## src/rtl/mtime_counter_if.sv

```systemverilog
// Memory-bus bundle shared by the machine-time counter and the timer.
// The master drives address/strobes/write data; the slave returns combinational read data.
interface mtime_counter_if;
    logic [31:0] address_in;
    logic        sel_in;
    logic        read_in;
    logic [31:0] read_value_out;
    logic [3:0]  write_mask_in;
    logic [31:0] write_value_in;

    modport master (
        output address_in,
        output sel_in,
        output read_in,
        output write_mask_in,
        output write_value_in,
        input  read_value_out
    );

    modport slave (
        input  address_in,
        input  sel_in,
        input  read_in,
        input  write_mask_in,
        input  write_value_in,
        output read_value_out
    );
endinterface

```

## src/rtl/mtime_counter.sv

```systemverilog
// Free-running 64-bit machine-time counter with programmable prescaler, pause/clear control
// and an MTIMEL-triggered high-word shadow for tear-free 64-bit reads over the 32-bit bus.
module mtime_counter #(
    parameter int unsigned PRESCALE_RESET = 0,
    parameter int unsigned PRESCALE_WIDTH = 16
) (
    input  logic                 clk,
    input  logic                 reset_,
    mtime_counter_if.slave       bus,
    output logic [63:0]          cycle_out,
    output logic                 tick_out
);

    localparam logic [1:0] ADDR_MTIMEL   = 2'b00;
    localparam logic [1:0] ADDR_MTIMEH   = 2'b01;
    localparam logic [1:0] ADDR_PRESCALE = 2'b10;
    localparam logic [1:0] ADDR_CTRL     = 2'b11;

    typedef enum logic [2:0] {
        OP_NONE   = 3'd0,
        OP_CLR    = 3'd1,
        OP_CTRL   = 3'd2,
        OP_WR_LO  = 3'd3,
        OP_WR_HI  = 3'd4,
        OP_WR_PRE = 3'd5
    } bus_op_e;

    // Expand the 4-bit byte enable into a 32-bit bit mask.
    function automatic logic [31:0] byte_mask_bits(input logic [3:0] mask);
        return {{8{mask[3]}}, {8{mask[2]}}, {8{mask[1]}}, {8{mask[0]}}};
    endfunction

    logic [63:0]               mtime_r;
    logic [31:0]               hi_shadow_r;
    logic [PRESCALE_WIDTH-1:0] prescale_r;
    logic [PRESCALE_WIDTH-1:0] prescale_cnt_r;
    logic                      en_r;
    logic                      tick_r;

    logic [63:0]               mtime_nxt_s;
    logic [31:0]               hi_shadow_nxt_s;
    logic [PRESCALE_WIDTH-1:0] prescale_nxt_s;
    logic [PRESCALE_WIDTH-1:0] prescale_cnt_nxt_s;
    logic [PRESCALE_WIDTH-1:0] cnt_base_s;
    logic                      en_nxt_s;
    logic                      tick_nxt_s;
    logic                      inc_base_s;

    logic [1:0]                addr_s;
    logic                      wr_s;
    logic                      rd_lo_s;
    logic [31:0]               wmask_s;
    bus_op_e                   op_s;
    logic [31:0]               read_value_s;
    logic                      unused_addr_s;

    assign addr_s        = bus.address_in[3:2];
    assign wr_s          = bus.sel_in & (bus.write_mask_in != 4'b0000);
    assign rd_lo_s       = bus.sel_in & bus.read_in & (addr_s == ADDR_MTIMEL);
    assign wmask_s       = byte_mask_bits(bus.write_mask_in);
    assign unused_addr_s = ^{bus.address_in[31:4], bus.address_in[1:0]};

    // Decode the bus write into a single prioritised operation.
    always_comb begin
        op_s = OP_NONE;
        if (wr_s) begin
            case (addr_s)
                ADDR_MTIMEL:   op_s = OP_WR_LO;
                ADDR_MTIMEH:   op_s = OP_WR_HI;
                ADDR_PRESCALE: op_s = OP_WR_PRE;
                ADDR_CTRL:     op_s = bus.write_mask_in[0] ? (bus.write_value_in[1] ? OP_CLR : OP_CTRL) : OP_NONE;
                default:       op_s = OP_NONE;
            endcase
        end else begin
            op_s = OP_NONE;
        end
    end

    // Prescaler: decide whether this edge is an increment edge.
    always_comb begin
        inc_base_s = 1'b0;
        cnt_base_s = prescale_cnt_r;
        if (en_r && (prescale_cnt_r == prescale_r)) begin
            inc_base_s = 1'b1;
            cnt_base_s = {PRESCALE_WIDTH{1'b0}};
        end else if (en_r) begin
            cnt_base_s = prescale_cnt_r + {{(PRESCALE_WIDTH-1){1'b0}}, 1'b1};
        end else begin
            cnt_base_s = prescale_cnt_r;
        end
    end

    // Next state: bus operations override the free-running increment.
    always_comb begin
        mtime_nxt_s        = inc_base_s ? (mtime_r + 64'd1) : mtime_r;
        prescale_cnt_nxt_s = cnt_base_s;
        tick_nxt_s         = inc_base_s;
        prescale_nxt_s     = prescale_r;
        en_nxt_s           = en_r;
        hi_shadow_nxt_s    = rd_lo_s ? mtime_r[63:32] : hi_shadow_r;
        case (op_s)
            OP_CLR: begin
                mtime_nxt_s        = 64'd0;
                prescale_cnt_nxt_s = {PRESCALE_WIDTH{1'b0}};
                tick_nxt_s         = 1'b0;
                en_nxt_s           = bus.write_value_in[0];
            end
            OP_CTRL: begin
                en_nxt_s = bus.write_value_in[0];
            end
            OP_WR_LO: begin
                mtime_nxt_s        = {mtime_r[63:32], (mtime_r[31:0] & ~wmask_s) | (bus.write_value_in & wmask_s)};
                prescale_cnt_nxt_s = {PRESCALE_WIDTH{1'b0}};
                tick_nxt_s         = 1'b0;
            end
            OP_WR_HI: begin
                mtime_nxt_s        = {(mtime_r[63:32] & ~wmask_s) | (bus.write_value_in & wmask_s), mtime_r[31:0]};
                hi_shadow_nxt_s    = (hi_shadow_r & ~wmask_s) | (bus.write_value_in & wmask_s);
                prescale_cnt_nxt_s = {PRESCALE_WIDTH{1'b0}};
                tick_nxt_s         = 1'b0;
            end
            OP_WR_PRE: begin
                prescale_nxt_s     = (prescale_r & ~wmask_s[PRESCALE_WIDTH-1:0])
                                   | (bus.write_value_in[PRESCALE_WIDTH-1:0] & wmask_s[PRESCALE_WIDTH-1:0]);
                prescale_cnt_nxt_s = {PRESCALE_WIDTH{1'b0}};
            end
            default: begin
                tick_nxt_s = inc_base_s;
            end
        endcase
    end

    // State registers with synchronous active-low reset.
    always_ff @(posedge clk) begin
        if (!reset_) begin
            mtime_r        <= 64'd0;
            hi_shadow_r    <= 32'd0;
            prescale_r     <= PRESCALE_WIDTH'(PRESCALE_RESET);
            prescale_cnt_r <= {PRESCALE_WIDTH{1'b0}};
            en_r           <= 1'b1;
            tick_r         <= 1'b0;
        end else begin
            mtime_r        <= mtime_nxt_s;
            hi_shadow_r    <= hi_shadow_nxt_s;
            prescale_r     <= prescale_nxt_s;
            prescale_cnt_r <= prescale_cnt_nxt_s;
            en_r           <= en_nxt_s;
            tick_r         <= tick_nxt_s;
        end
    end

    // Combinational read mux; CLR and unused bits always read as zero.
    always_comb begin
        read_value_s = 32'd0;
        if (bus.sel_in) begin
            case (addr_s)
                ADDR_MTIMEL:   read_value_s = mtime_r[31:0];
                ADDR_MTIMEH:   read_value_s = hi_shadow_r;
                ADDR_PRESCALE: read_value_s = {{(32-PRESCALE_WIDTH){1'b0}}, prescale_r};
                ADDR_CTRL:     read_value_s = {31'd0, en_r};
                default:       read_value_s = 32'd0;
            endcase
        end else begin
            read_value_s = 32'd0;
        end
    end

    assign bus.read_value_out = read_value_s;
    assign cycle_out          = mtime_r;
    assign tick_out           = tick_r;

endmodule
```

## src/flat_wrapper.sv

```systemverilog
// flat-port wrapper written by rule: the top's interface ports become plain ports
module mtime_counter_flat 
#(
    parameter int unsigned PRESCALE_RESET = 0,
    parameter int unsigned PRESCALE_WIDTH = 16
)
  (clk, reset_, cycle_out, tick_out, bus_address_in, bus_sel_in, bus_read_in, bus_write_mask_in, bus_write_value_in, bus_read_value_out);
  mtime_counter_if bus_i ();
  input  logic clk;
  input  logic reset_;
  output logic [63:0] cycle_out;
  output logic tick_out;
  input wire logic [$bits(bus_i.address_in)-1:0] bus_address_in;
  input wire logic [$bits(bus_i.sel_in)-1:0] bus_sel_in;
  input wire logic [$bits(bus_i.read_in)-1:0] bus_read_in;
  input wire logic [$bits(bus_i.write_mask_in)-1:0] bus_write_mask_in;
  input wire logic [$bits(bus_i.write_value_in)-1:0] bus_write_value_in;
  output wire logic [$bits(bus_i.read_value_out)-1:0] bus_read_value_out;
  assign bus_i.address_in = bus_address_in;
  assign bus_i.sel_in = bus_sel_in;
  assign bus_i.read_in = bus_read_in;
  assign bus_i.write_mask_in = bus_write_mask_in;
  assign bus_i.write_value_in = bus_write_value_in;
  assign bus_read_value_out = bus_i.read_value_out;
  mtime_counter #(.PRESCALE_RESET(PRESCALE_RESET), .PRESCALE_WIDTH(PRESCALE_WIDTH)) u_core (.clk(clk), .reset_(reset_), .bus(bus_i), .cycle_out(cycle_out), .tick_out(tick_out));
endmodule
```

## config.mk

```make
export PLATFORM = sky130hd
export DESIGN_NAME = mtime_counter_flat
export DESIGN_NICKNAME = d
export VERILOG_FILES = /design/src/rtl/mtime_counter_if.sv /design/src/rtl/mtime_counter.sv /design/src/flat_wrapper.sv
export SDC_FILE = /design/constraint.sdc
export NUM_CORES = 1
export LEC_CHECK = 0
export BUFFER_PORTS_ARGS = -buffer_cell sky130_fd_sc_hd__buf_2
export CAP_MARGIN = 25
export CORE_MARGIN = 2
export CORE_UTILIZATION = 40
export DETAILED_ROUTE_END_ITERATION = 8
export PLACE_DENSITY = 0.62
export SLEW_MARGIN = 10
export SYNTH_ARGS = -nofsm -noshare
export SYNTH_HDL_FRONTEND = slang
export SYNTH_SLANG_ARGS = --single-unit
```

## constraint.sdc

```tcl
create_clock -name clk -period 2.7 [get_ports clk]
set_clock_uncertainty 0.1 [all_clocks]
set_input_delay 0 -clock clk [delete_from_list [all_inputs] [get_ports clk]]
set_output_delay 0 -clock clk [all_outputs]
set_load 0.03 [all_outputs]
```

==> results of run 1 <==
[Yosys cell counts (15+ instances only)]
cell type,instances
and3_1,15
a221oi_1,17
a31oi_1,39
xor2_1,18
a21oi_1,101
o31ai_1,23
a311oi_1,26
inv_1,37
a211oi_1,23
o21ai_0,45
nand3_1,88
dfxtp_1,130
mux2i_1,20
nand2b_1,34
clkbuf_1,66
nand4_1,26
nor2_1,115
o211ai_1,20
nor3_1,36
buf_2,32
nand2_1,134
[layer usage]
layer / wire length (um) / up-vias
met4: 912 / 0
met5: 0 / -
li1: - / 4965
met3: 3881 / 87
met1: 16970 / 5218
met2: 16710 / 666
[cell type report]
| cell class | instances | area share |
|---|---|---|
| multi-input cells | 960 | 0.5171 |
| flip-flops and latches | 130 | 0.2248 |
| repair buffers | 268 | 0.1641 |
| clock buffers | 17 | 0.03674 |
| well taps | 285 | 0.03080 |
| clock inverters | 15 | 0.01416 |
| inverters | 38 | 0.01232 |
[power groups by stage]
stage | sequential (uW) | combinational (uW) | clock, uW
after floorplan | 2160 | 839 | 0
after global placement | 2110 | 1390 | 0
after detailed placement | 2110 | 1400 | 0
after CTS | 2070 | 1450 | 2380
after global routing | 2080 | 1600 | 2470
final | 2070 | 1520 | 2370
[metrics by stage]
step / setup slack [ps] / hold WS (ps) / area, um2 / util
6_report: 104.2 / 40.54 / 11580 / 0.5114
3_3_place_gp: 234.8 / 157.4 / 10550 / 0.4658
4_1_cts: 122.8 / 9.276 / 11480 / 0.5070
2_1_floorplan: 299.2 / 33.97 / 9244 / -
3_5_place_dp: 203.6 / 160.2 / 10560 / 0.4664
5_1_grt: -4.110 / 49.44 / 11580 / 0.5114
[timing repair]
action,4_1_cts,5_1_grt
setup endpoints to repair,0,36
hold buffers,33,0
buffers inserted,0,2
hold endpoints to repair,46,0
resized for setup,0,10
[cell families (layout without fill, tap and decap cells)]
| logic type | after synthesis | after routing |
|---|---|---|
| AO/OA/AOI/OAI | 381 | 381 |
| XOR/XNOR | 32 | 32 |
| adder cells (fa/ha/maj) | 7 | 7 |
| buffers and inverters | 156 | 338 |
| flip-flops | 130 | 130 |
| multiplexers | 23 | 23 |
| AND/OR/NAND/NOR | 517 | 517 |
[worst max-delay path by stage]
stage,endpoint,slack [ps],cells past startpoint
3_5_place_dp,u_core.cycle_out[10],200,6
3_3_place_gp,u_core.cycle_out[50],230,7
5_1_grt,u_core.cycle_out[37],-4,12
2_1_floorplan,u_core.cycle_out[58],300,8
4_1_cts,flop,120,11
6_report,u_core.cycle_out[10],100,6
[worst max-delay path: stages, from the launching register on]
cell	delay, ps
dfxtp_1	350
xor2_1	200
nor4_2	350
nand3_1	370
nor3_4	620
a31oi_1	210
o221a_2	280
==> metrics, run 1 <==
worst reg2reg setup slack=100 ps; Sequential Area=2603 um2; share of the synthesized area in the top cell type=0.2815; top_reg_cell synth=dfxtp_1; clk buf depth=2; mapped cell area=between 9000 and 10,000 um2; final non-filler cell total=1,713; row count=55; fraction of layout cells with a size suffix above 1=0.2248; ys async rst share=0; post-synthesis cell type count=85; Int Pwr=between 3000 and 4000 uW; required time of the critical path=2920 ps; Area Overhead vs Synth=25.24%; RSZ-0062 raised after global routing=yes; DP Cell Count=1,644; MaxCap Viol Count=0; via/cell ratio=6.384; area of the multi-input gates=5987 um2; final hold vios=0; EDFF count, synth=0; initial drt markers=1,614; adder-cell share of the synthesized area=0.009475; Leak Pwr=0.004339 uW; Worst Setup Start Kind=flop; actual slew at the worst max-slew pin=721.4 ps; switching share of power=0.3604; final wirelength=a little under 40,000 um; sequential power share=0.348; # DRC=0; GRT Util Overall=0.3041; diodes inserted=0; maximum vdd ir drop=roughly 0.27 mV; final setup TNS=0 ps; P per Cell Area=515.6 nW/um2; Syn Area/Cell=about 7.4 um2; vias=approximately 11,000; met1 Use GR=0.4424; die height=156.0 um; Clock Root Buffer=clkbuf_16; Hold Crit Depth=4; Core Area=22,640 um2; Period minus WS final=around 2600 ps; most frequent cells in the layout=buf_2, nand2_1, dfxtp_1, nor2_1, a21oi_1; IO buf count=138; Synth area leaders=dfxtp_1, a21oi_1, nand2_1; Seq/Total Area, Yosys=0.2815; combinational share of power=0.255; Die Wd=156.0 um; Slew Limit Headroom=0.5191; Setup CP Type=reg2reg; GRT met3 Usage=0.05056; Post-DRT Antenna Nets=0; GRT overflow=0; largest family of logic cells by synthesized area=compound AO/OA/AOI/OAI gates; TritonCTS buffer count=17; Synth Instances=1,246; Net Switching=2151 uW; Hold Crit Endpoint=u_core.cycle_out[52]; Hold Crit Start=bus_write_value_in[20]; TritonCTS clock tree=done; Fill cells=2,224; # nets final=1,494; Syn Nets=approximately 1,300; worst r2r dst=u_core.cycle_out[10]; most common cell after layout, fill and taps aside=buf_2; FF-to-FF path depth=6; fmax=between 0.3 and 0.4 GHz; max-slew violations=0; compound-gate portion of the synthesized area=0.2887; router iterations before antenna repair=8; Routability Congestion=a little under 1; Clock Sinks=between 100 and 150; final setup vio count=0; post-synthesis mux area share=0.02558; cell taking the most area after synthesis=dfxtp_1; status=finished clean; routed len/inst=22.46 um; critical path fanouts, max=10; die area=approximately 24,000 um2; #FFs+latches synth=130; Worst-path clk slew=roughly 70 ps; total power=5969 uW; simple-gate share of the synthesized area=0.2879; met2 usage=0.4587; Hold Path Class=in2reg; vias in the first global route=between 9,000 and 10,000; GRT Max-Usage Layer=met2; clock network power share=0.397; H-Tree Depth=4; Synth Area in XOR/XNOR=0.03032; Worst Path Arrival=2810 ps; Tcrit/Tclk final=0.9614; starting density of the core=0.4083; # IOs=around 170; initial antenna violation count=0; first-pass GRT wire length=slightly below 60,000 um; post-DP HPWL=27,290 um; Crit. End Element=flop; pin count of the biggest net entering global routing=60; Yosys warning count=0; clk_lat worst skew=430 ps
(Power assumes the default switching activity.)
==> run 2, diff against run 1 <==
- clock period: 2.7 -> 3.1 ns (I/O delays scaled with it)
==> run 2 against run 1 <==
Against the previous run:
- sequential share of layout area grew 0.94 points
- die area is the same
- clock power shrank 16%
- setup slack gained 150 ps
- utilization shrank 2.1 points
- global-route usage shrank 0.53 points
- worst hold slack gained 8.6 ps
- via count shrank 3.8%
- largest cell class unchanged
- register-to-register slack gained 330 ps
- cell count shrank 2.5%
- combinational power shrank 22%
- critical endpoint is now u_core.cycle_out[57]
==> metrics, run 2 (synthesized netlist as in run 1, its figures left out) <==
status=finished clean; Worst Setup Start Kind=primary input; Clock Root Buffer=clkbuf_16; crit-path cells=dlygate4sd3_1 > buf_2 > inv_1 > ha_1 > nand2b_1 > a311o_2 > mux2i_2 > o31a_2 > buf_12 > a21oi_1 > o221a_1; Tcrit/Tclk final=0.9178; H-Tree Depth=4; final wirelength=36,880 um; Period minus WS final=2845 ps; first-pass GRT wire length=56,840 um; TritonCTS clock tree=done; Area Overhead vs Synth=20.21%; clk buf depth=2; GRT Util Overall=0.2988; initial drt markers=1,429; worst r2r dst=u_core.cycle_out[38]; # DRC=0; most common cell after layout, fill and taps aside=buf_2; via/cell ratio=6.301; max-slew violations=0; initial antenna violation count=0; RSZ-0062 raised after global routing=no; Hold Crit Endpoint=u_core.cycle_out[16]; final hold vios=0; vias=10,523; starting density of the core=0.4083; P per Cell Area=449.0 nW/um2; fraction of layout cells with a size suffix above 1=0.1971; Design Area, Final=11,110 um2; Fill cells=roughly 2,300; row count=55; TritonCTS buffer count=17; # nets final=1,451; Post-DRT Antenna Nets=0; worst reg2reg setup slack=430 ps; WP buf/inv=4; Worst Path Arrival=3070 ps; Leak Pwr=0.004057 uW; routed len/inst=22.08 um; die height=156.0 um; Clock Sinks=130; Hold Path Class=in2reg; Die Wd=156.0 um; Worst-path clk slew=60 ps; post-cts resize count=0; Hold Crit Depth=4; critical path fanouts, max=60; Hold Crit Start=bus_write_mask_in[2]; final setup TNS=0 ps; vias in the first global route=9,558; maximum vdd ir drop=0.4035 mV; post-DP HPWL=26,320 um; MaxCap Viol Count=0; Setup CP Type=in2reg; actual slew at the worst max-slew pin=796.9 ps; fmax=between 0.3 and 0.4 GHz; final setup vio count=0; area post-placement=10,210 um2; Core Area=22,640 um2; router iterations before antenna repair=8; Crit path largest cell delay=530 ps; die area=24,340 um2; required time of the critical path=3320 ps; # IOs=169; Routability Congestion=0.9245; Crit. End Element=flop; clk_lat worst skew=440 ps; FF-to-FF path depth=7; pin count of the biggest net entering global routing=61; Slew Limit Headroom=0.4638; Post-CTS Setup Inserts=0; diodes inserted=0; crit path max-delay cell type=dlygate4sd3_1; DP Cell Count=1,604; final non-filler cell total=1,670; CP delay by family, top=buffers and inverters; IO buf count=138; reg2reg start=u_core.cycle_out[15]; GRT overflow=0; most frequent cells in the layout=buf_2, nand2_1, dfxtp_1, nor2_1, a21oi_1
-- run 2: cell count changes in the layout (fill, tap and decap cells not counted), sizes merged --
cell / change
buf: -42
clkinv: -2
clkbuf: -2
dlygate4sd3: +1
clkinvlp: +1
bufinv: -1
inv: +2
-- run 2: metrics by stage --
step / worst slack (ps) / hold slack (ps) / util / power, uW
final: 254.9 / 49.17 / 0.4908 / 4989
after global routing: 42.92 / 87.17 / 0.4908 / 5142
after CTS: 285.6 / 32.10 / 0.4908 / 4970
after detailed placement: 393.5 / 156.6 / 0.4510 / 2981
after global placement: 451.9 / 153.7 / 0.4497 / 2970
after floorplan: 699.2 / 33.97 / - / 2612
-- run 2: final cells by class --
| cell class | count | area (um2) | share of cell area |
|---|---|---|---|
| clock buffers | 17 | 425.4 | 0.03828 |
| clock inverters | 15 | 136.4 | 0.01227 |
| inverters | 38 | 142.6 | 0.01284 |
| multi-input cells | 960 | 5949 | 0.5354 |
| flip-flops and latches | 130 | 2603 | 0.2342 |
| well taps | 285 | 356.6 | 0.03209 |
| repair buffers | 225 | 1499 | 0.1349 |
-- run 2: worst min-delay path, delay by kind of cell --
kind / cells / cell delay, ps
buffers and inverters: 1 / 230
AOI/OAI and AO/OA: 2 / 190
and+or+nand+nor: 1 / 100
-- run 2: where the power goes --
part	switching [uW]	internal [uW]	leakage [uW]
Sequential	88.7	1740	0.00105
Clock	921	1060	0.000271
Combinational	815	365	0.00273
Total	1830	3160	0.00406
-- run 2: metal layers --
layer	share of wire	global-route usage
met5	0	0
met3	0.10	0.04861
met1	0.44	0.4288
met4	0.023	0.09218
met2	0.44	0.4581
-- run 2: repair_timing --
| item | 4_1_cts | 5_1_grt |
|---|---|---|
| setup endpoints to repair | 0 | 0 |
| hold buffers | 34 | 0 |
| hold endpoints to repair | 61 | 0 |
-- run 2: how the worst max path moves through the flow --
stage,start,end,slack [ps],depth (start not counted)
6_report,bus_address_in[2],u_core.cycle_out[57],250,11
5_1_grt,bus_address_in[2],flop,40,10
4_1_cts,bus_address_in[2],flop,290,10
3_5_place_dp,bus_address_in[2],u_core.cycle_out[57],390,10
3_3_place_gp,bus_address_in[2],flop,450,10
2_1_floorplan,u_core.cycle_out[0],u_core.cycle_out[58],700,8
